$ cat src/rtl/video_timing_gen_pkg.sv
// Shared definitions for the video timing generator: pattern-select encoding
// and the colour-bar palette.
package video_timing_gen_pkg;

  localparam int CNT_W = 12;

  typedef enum logic [1:0] {
    PAT_BARS    = 2'd0,
    PAT_RAMP    = 2'd1,
    PAT_CHECKER = 2'd2,
    PAT_BOX     = 2'd3
  } pat_e;

  // Index 0 is the leftmost bar: white, yellow, cyan, green, magenta, red, blue, black.
  localparam logic [7:0][23:0] BAR_TABLE = {
    24'h000000, 24'h0000FF, 24'hFF0000, 24'hFF00FF,
    24'h00FF00, 24'h00FFFF, 24'hFFFF00, 24'hFFFFFF
  };

  function automatic logic [23:0] grey(input logic [7:0] lvl);
    return {lvl, lvl, lvl};
  endfunction

endpackage

$ cat src/rtl/video_timing_gen_if.sv
// Registered video output bundle: data enable, syncs, RGB pixel and frame marker.
interface video_timing_gen_if;

  logic        de_out;
  logic        h_sync_out;
  logic        v_sync_out;
  logic [23:0] pixel_out;
  logic        frame_start;

  modport master (
    output de_out,
    output h_sync_out,
    output v_sync_out,
    output pixel_out,
    output frame_start
  );

  modport slave (
    input de_out,
    input h_sync_out,
    input v_sync_out,
    input pixel_out,
    input frame_start
  );

endinterface

$ cat src/rtl/video_pattern_rom.sv
// Combinational test-pattern generator: maps pattern select, raster position
// and box origin to a 24-bit RGB value.
module video_pattern_rom
  import video_timing_gen_pkg::*;
#(
  parameter int IMG_W = 64,
  parameter int BOX   = 8
) (
  input  pat_e               pat,
  input  logic [CNT_W-1:0]   hc,
  input  logic [CNT_W-1:0]   vc,
  input  logic [CNT_W-1:0]   bx,
  input  logic [CNT_W-1:0]   by,
  output logic [23:0]        rgb
);

  logic [31:0] bar_wide;
  logic [31:0] ramp_wide;
  logic [2:0]  bar_idx;
  logic [7:0]  ramp;
  logic        in_box;

  // Constant divisors reduce to shifts when IMG_W is a power of two.
  always_comb begin
    bar_wide  = {17'd0, hc, 3'd0} / IMG_W;
    bar_idx   = (bar_wide > 32'd7) ? 3'd7 : bar_wide[2:0];
    ramp_wide = {16'd0, hc[7:0], 8'd0} / IMG_W;
    ramp      = (ramp_wide > 32'd255) ? 8'hFF : ramp_wide[7:0];
    in_box    = (hc >= bx) && (32'(hc) < 32'(bx) + BOX) &&
                (vc >= by) && (32'(vc) < 32'(by) + BOX);

    rgb = 24'h000000;
    case (pat)
      PAT_BARS:    rgb = BAR_TABLE[bar_idx];
      PAT_RAMP:    rgb = grey(ramp);
      PAT_CHECKER: rgb = (hc[3] ^ vc[3]) ? 24'hFFFFFF : 24'h000000;
      PAT_BOX:     rgb = in_box ? 24'hFFFFFF : 24'h000000;
      default:     rgb = 24'h000000;
    endcase
  end

endmodule

$ cat src/rtl/video_timing_gen.sv
// Raster timing generator with selectable test patterns; counters live here,
// pixel colour comes from video_pattern_rom.
module video_timing_gen
  import video_timing_gen_pkg::*;
#(
  parameter int IMG_W  = 64,
  parameter int IMG_H  = 64,
  parameter int H_FP   = 4,
  parameter int H_SYNC = 4,
  parameter int H_BP   = 8,
  parameter int V_FP   = 2,
  parameter int V_SYNC = 2,
  parameter int V_BP   = 4,
  parameter int BOX    = 8
) (
  input  logic               clk,
  input  logic               rst,
  input  logic               ce,
  input  logic [1:0]         pat,
  video_timing_gen_if.master vid
);

  localparam int H_TOTAL = IMG_W + H_FP + H_SYNC + H_BP;
  localparam int V_TOTAL = IMG_H + V_FP + V_SYNC + V_BP;

  logic [CNT_W-1:0] hc, vc, bx, by;
  pat_e             pat_q;
  pat_e             pat_eff;
  logic             h_end, v_end, frame_origin;
  logic             active, hs_region, vs_region;
  logic [23:0]      rgb;

  always_comb begin
    h_end        = (hc == CNT_W'(H_TOTAL - 1));
    v_end        = (vc == CNT_W'(V_TOTAL - 1));
    frame_origin = (hc == '0) && (vc == '0);
    active       = (hc < CNT_W'(IMG_W)) && (vc < CNT_W'(IMG_H));
    hs_region    = (hc >= CNT_W'(IMG_W + H_FP)) &&
                   (hc <  CNT_W'(IMG_W + H_FP + H_SYNC));
    vs_region    = (vc >= CNT_W'(IMG_H + V_FP)) &&
                   (vc <  CNT_W'(IMG_H + V_FP + V_SYNC));
    // The first pixel of a frame already uses the newly sampled pattern.
    pat_eff      = frame_origin ? pat_e'(pat) : pat_q;
  end

  video_pattern_rom #(
    .IMG_W (IMG_W),
    .BOX   (BOX)
  ) u_rom (
    .pat (pat_eff),
    .hc  (hc),
    .vc  (vc),
    .bx  (bx),
    .by  (by),
    .rgb (rgb)
  );

  always_ff @(posedge clk or negedge rst) begin
    if (!rst) begin
      hc <= '0;
      vc <= '0;
    end else if (ce) begin
      if (h_end) begin
        hc <= '0;
        vc <= v_end ? '0 : vc + 1'b1;
      end else begin
        hc <= hc + 1'b1;
      end
    end
  end

  // Box advances once per frame, stepping down a row after each horizontal sweep.
  always_ff @(posedge clk or negedge rst) begin
    if (!rst) begin
      bx <= '0;
      by <= '0;
    end else if (ce && h_end && v_end) begin
      if (bx == CNT_W'(IMG_W - BOX - 1)) begin
        bx <= '0;
        by <= (by == CNT_W'(IMG_H - BOX - 1)) ? '0 : by + 1'b1;
      end else begin
        bx <= bx + 1'b1;
      end
    end
  end

  always_ff @(posedge clk or negedge rst) begin
    if (!rst) begin
      pat_q <= PAT_BARS;
    end else if (ce && frame_origin) begin
      pat_q <= pat_e'(pat);
    end
  end

  always_ff @(posedge clk or negedge rst) begin
    if (!rst) begin
      vid.de_out      <= 1'b0;
      vid.h_sync_out  <= 1'b0;
      vid.v_sync_out  <= 1'b0;
      vid.pixel_out   <= 24'h000000;
      vid.frame_start <= 1'b0;
    end else if (ce) begin
      vid.de_out      <= active;
      vid.h_sync_out  <= hs_region;
      vid.v_sync_out  <= vs_region;
      vid.pixel_out   <= active ? rgb : 24'h000000;
      vid.frame_start <= frame_origin;
    end else begin
      vid.frame_start <= 1'b0;
    end
  end

endmodule
$ cat src/flat_wrapper.sv
// flat-port wrapper written by rule: the top's interface ports become plain ports
module video_timing_gen_flat import video_timing_gen_pkg::*;
#(
  parameter int IMG_W  = 64,
  parameter int IMG_H  = 64,
  parameter int H_FP   = 4,
  parameter int H_SYNC = 4,
  parameter int H_BP   = 8,
  parameter int V_FP   = 2,
  parameter int V_SYNC = 2,
  parameter int V_BP   = 4,
  parameter int BOX    = 8
)
  (clk, rst, ce, pat, vid_de_out, vid_h_sync_out, vid_v_sync_out, vid_pixel_out, vid_frame_start);
  video_timing_gen_if vid_i ();
  input  logic clk;
  input  logic rst;
  input  logic ce;
  input  logic [1:0] pat;
  output wire logic [$bits(vid_i.de_out)-1:0] vid_de_out;
  output wire logic [$bits(vid_i.h_sync_out)-1:0] vid_h_sync_out;
  output wire logic [$bits(vid_i.v_sync_out)-1:0] vid_v_sync_out;
  output wire logic [$bits(vid_i.pixel_out)-1:0] vid_pixel_out;
  output wire logic [$bits(vid_i.frame_start)-1:0] vid_frame_start;
  assign vid_de_out = vid_i.de_out;
  assign vid_h_sync_out = vid_i.h_sync_out;
  assign vid_v_sync_out = vid_i.v_sync_out;
  assign vid_pixel_out = vid_i.pixel_out;
  assign vid_frame_start = vid_i.frame_start;
  video_timing_gen #(.IMG_W(IMG_W), .IMG_H(IMG_H), .H_FP(H_FP), .H_SYNC(H_SYNC), .H_BP(H_BP), .V_FP(V_FP), .V_SYNC(V_SYNC), .V_BP(V_BP), .BOX(BOX)) u_core (.clk(clk), .rst(rst), .ce(ce), .pat(pat), .vid(vid_i));
endmodule
$ cat config.mk
export PLATFORM = sky130hd
export DESIGN_NAME = video_timing_gen_flat
export DESIGN_NICKNAME = d
export VERILOG_FILES = /design/src/rtl/video_timing_gen_pkg.sv /design/src/rtl/video_timing_gen_if.sv /design/src/rtl/video_pattern_rom.sv /design/src/rtl/video_timing_gen.sv /design/src/flat_wrapper.sv
export SDC_FILE = /design/constraint.sdc
export NUM_CORES = 1
export LEC_CHECK = 0
export CORE_UTILIZATION = 54
export DETAILED_ROUTE_END_ITERATION = 7
export PLACE_DENSITY = 0.77
export RECOVER_POWER = 100
export SLEW_MARGIN = 15
export SYNTH_ARGS = -nofsm -noshare
export SYNTH_HDL_FRONTEND = slang
export SYNTH_SLANG_ARGS = --single-unit
$ cat constraint.sdc
create_clock -name clk -period 2.9 [get_ports clk]
set_input_delay 0.29 -clock clk [delete_from_list [all_inputs] [get_ports clk]]
set_output_delay 0.29 -clock clk [all_outputs]
set_load 0.01 [all_outputs]
==> impl_results.rst <==
.. list-table::
   :header-rows: 1

   * - Metric
     - Value
   * - Routed wire length
     - 12.2 mm
   * - Total global-route track usage
     - 25.9%
   * - Worst max-slew margin expressed relative to the limit
     - -23.8%
   * - Result of the run
     - finished with violations
   * - Area enclosed by the die boundary
     - 0.00948 mm2
   * - CP Capture Type
     - flop
   * - DIE WIDTH
     - 97.4 um
   * - Number of warning messages in the yosys log
     - 0
   * - Number of design rule violations left after detail routing
     - 0
   * - End-of-flow core utilization
     - 69.1%
   * - Power density over cell area
     - 523 mW/mm2
   * - Critical-path top delay cell
     - sky130_fd_sc_hd__dfrtp_1
   * - Min Clock Period, post-route
     - 3000 ps
   * - Clock sink count
     - 75
   * - Insertion delay of the later-clocked pin in the worst-skew pair
     - 360 ps
   * - Detailed placement HPWL
     - 8.48 mm
   * - Worst path required time
     - 3170 ps
   * - CTS Root Cell
     - sky130_fd_sc_hd__clkbuf_8
   * - Final instance area
     - 0.00606 mm2
   * - Worst reg2reg endpoint
     - u_core.vid.pixel_out[18]$_DFFE_PN0P_
   * - Net total in the final layout
     - 635
   * - Launching element type of the critical path
     - flop
   * - Cell family contributing the most delay on the critical path
     - compound AO/OA/AOI/OAI gates
   * - Number of unique standard cell types used by synthesis
     - 65
   * - Sequential area share after synthesis
     - 38.2%
   * - Instance area after placement
     - 0.00562 mm2
   * - Area growth syn-to-layout
     - 23.4%
   * - Capturing element of the worst setup path
     - u_core.vid.pixel_out[18]$_DFFE_PN0P_
   * - IO Port Bufs
     - 32
   * - Clock tree from TritonCTS
     - built
   * - Depth of the most critical reg-to-reg path
     - 13
   * - Number of hold buffers added after cts
     - 0
   * - Smallest setup slack after layout
     - -95.7 ps
   * - Leakage power summed over all cells
     - 2.72 nW
   * - Total vias in the final route
     - 4141
   * - Routability-driven placement congestion ratio
     - 0.882
   * - First-pass GRT wire length
     - 19.8 mm
   * - Maximum number of pins on one net before global-route repair
     - 76
   * - RR Startpoint
     - u_core.by[3]$_DFFE_PN0P_
   * - Crit-path max cell delay
     - 430 ps
   * - Core region area
     - 0.00876 mm2
   * - Cell area after synthesis
     - 0.00491 mm2
   * - Hold Violations, Final
     - 0
   * - Number of register bits inferred by synthesis
     - 75
   * - Worst supply voltage drop on vdd
     - 379 uV
   * - Tightest Hold Check Type
     - in2async
   * - Fraction of final layout cells sized beyond drive strength 1
     - 19.0%
   * - Largest fanout on the critical path
     - 7
   * - Router iterations before antenna repair
     - 5
   * - Classification of the worst setup path
     - reg2reg
   * - Synth async-reset ratio
     - 100%
   * - Critical path cell sequence
     - ha_2, and3_4, buf_4, xnor2_4, ha_4, a21oi_1, nand2_1, a2111oi_4, a221oi_2, nor4_4, buf_12, o21ai_2, o2bb2ai_1
   * - Number of enable-type register cells in the synthesized netlist
     - 0
   * - I/O pins
     - 33
   * - Transition time at the pin with the least slew margin
     - 1860 ps
   * - Max capacitance violation total
     - 1
   * - Setup repair after global routing missed its margin
     - true
   * - Failing checks
     - capacitance limit, slew limit, setup timing
   * - Largest buffer count on any clock path
     - 2
   * - Syn avg cell area
     - 9.72 um2
   * - Setup Viol. Count Final
     - 21
   * - Post-route fraction of the period consumed by the critical path
     - 103%
   * - Number of buffer and inverter instances along the worst setup path
     - 2
   * - Internal reg-to-reg setup slack
     - -100 ps
   * - DP Cell Count
     - 670
   * - Y dimension of the die
     - 97.4 um
   * - Htree depth
     - 3
   * - Logic depth of the worst path, buffers included
     - 13
   * - Final routed wire length divided by cell count
     - 17.7 um
   * - Worst Hold Margin
     - 396 ps
   * - CP startpoint
     - u_core.by[3]$_DFFE_PN0P_
   * - Commonest register cell after synthesis
     - sky130_fd_sc_hd__dfrtp_1
   * - Number of antenna violations at the first check in global routing
     - 0
   * - TritonCTS Buffers
     - 9
   * - Clock-pin slew reported for the worst setup and hold paths after clock tree synthesis
     - 90 ps
   * - Final standard cell count with taps included and fillers excluded
     - 692
   * - Most used cells in the layout excluding fill and tap cells
     - 75 x sky130_fd_sc_hd__dfrtp_1, 48 x sky130_fd_sc_hd__ha_1, 45 x sky130_fd_sc_hd__xnor2_1
   * - Detail-routed via count per cell
     - 5.98
   * - Upper clock frequency limit
     - 334 MHz
   * - Post-synthesis net count
     - 560
   * - Number of DRC markers in iteration 0
     - 180
   * - Post-route clock skew
     - 13.7 ps
   * - Leftover overflow at the end of global routing
     - 0
   * - Arrival time worst endpoint
     - 3270 ps
   * - Total negative setup slack
     - -1290 ps
   * - Number of filler instances in the final layout
     - 664
   * - Gate Count Post-Synth
     - 505
   * - Max-slew violation count
     - 76
   * - Floorplan row count
     - 34
   * - Final ANT Viol Nets
     - 0
   * - Commonest non-fill, non-tap cell in the layout
     - sky130_fd_sc_hd__dfrtp_1
   * - Antenna Diode Count
     - 0
   * - Effective utilization at floorplan
     - 56.0%
   * - Vias in the first global route
     - 4173
layout make-up:
cell class | count | area, um2 | area share [%]
inverters | 33 | 124 | 2.04
flip-flops and latches | 75 | 1880 | 31.0
clock buffers | 9 | 124 | 2.04
well taps | 108 | 135 | 2.23
multi-input cells | 381 | 2990 | 49.3
clock inverters | 6 | 138 | 2.27
repair buffers | 80 | 673 | 11.1
logic make-up (layout without fill, tap and decap cells):
group	Yosys count	in the layout	share of synthesized area [%]
AOI/OAI and AO/OA	102	102	14.8
xor gates and xnor gates	51	51	9.10
adders and majority gates	50	50	12.7
buffers and inverters	49	128	4.25
DFF	75	75	38.2
muxes	10	10	2.19
and+or+nand+nor	168	168	18.8
flip-flops by register name (all words and copies together) (netlist names), 2 cells and up:
name	cells
u_core.by	12
u_core.pat_q	2
u_core.bx	12
u_core.hc	12
u_core.vc	12
u_core.vid.pixel_out	21
routing by layer:
metal	wire [um]	share of wire [%]	vias to the layer above	track usage, %
met5	0	0	-	0
met4	426	3.5	0	12.3
met3	334	2.7	35	2.88
met2	6020	49	105	44.3
met1	5440	45	2030	32.8
li1	-	-	1971	-
power by group:
part / internal (mW) / switching, mW / leakage (nW)
Sequential: 1.18 / 0.123 / 0.930
Combinational: 0.374 / 0.421 / 1.66
Clock: 0.659 / 0.410 / 0.130
Total: 2.22 / 0.954 / 2.72
what timing repair did:
action | in CTS | in global routing
pin swaps | 5 | 2
setup endpoints to repair | 21 | 21
setup buffers | 2 | 5
resized for setup | 6 | 23
cell usage after synthesis, drive strengths merged (5+ instances only):
cell type / number / share of area, %
a21o: 6 / 0.92
xnor2: 48 / 8.6
or4: 5 / 0.92
a21oi: 16 / 1.7
ha: 50 / 13
o21ai: 33 / 3.8
nor4: 5 / 0.94
nand2b: 8 / 1.0
o2bb2ai: 21 / 3.7
buf: 8 / 1.1
dfrtp: 75 / 38
nor3: 7 / 1.0
mux2: 6 / 1.4
nand4: 21 / 2.8
clkbuf: 8 / 0.61
inv: 33 / 2.5
nand2: 39 / 3.0
and3: 10 / 1.3
nor2: 37 / 2.9
nand3: 16 / 1.7
metrics by stage:
stage,total power [mW],setup WS [ps]
finish,3.17,-95.7
global route,3.31,-203
CTS,3.19,9.17
detailed placement,2.13,-142
global placement,2.10,-64.1
floorplan,1.74,-136
worst min path at each step:
stage	startpoint	endpoint	slack [ps]	cells past startpoint
final	rst	u_core.bx[9]$_DFFE_PN0P_	400	1
after global routing	u_core.vid.pixel_out[5]$_DFFE_PN0P_	u_core.vid.pixel_out[5]$_DFFE_PN0P_	510	1
after CTS	rst	u_core.bx[8]$_DFFE_PN0P_	110	1
after detailed placement	u_core.vid.pixel_out[5]$_DFFE_PN0P_	u_core.vid.pixel_out[5]$_DFFE_PN0P_	470	1
after global placement	u_core.vid.pixel_out[12]$_DFFE_PN0P_	u_core.vid.pixel_out[12]$_DFFE_PN0P_	470	1
after floorplan	rst	u_core.bx[0]$_DFFE_PN0P_	-6	0
No activity file was read; power rests on OpenSTA's default activity.
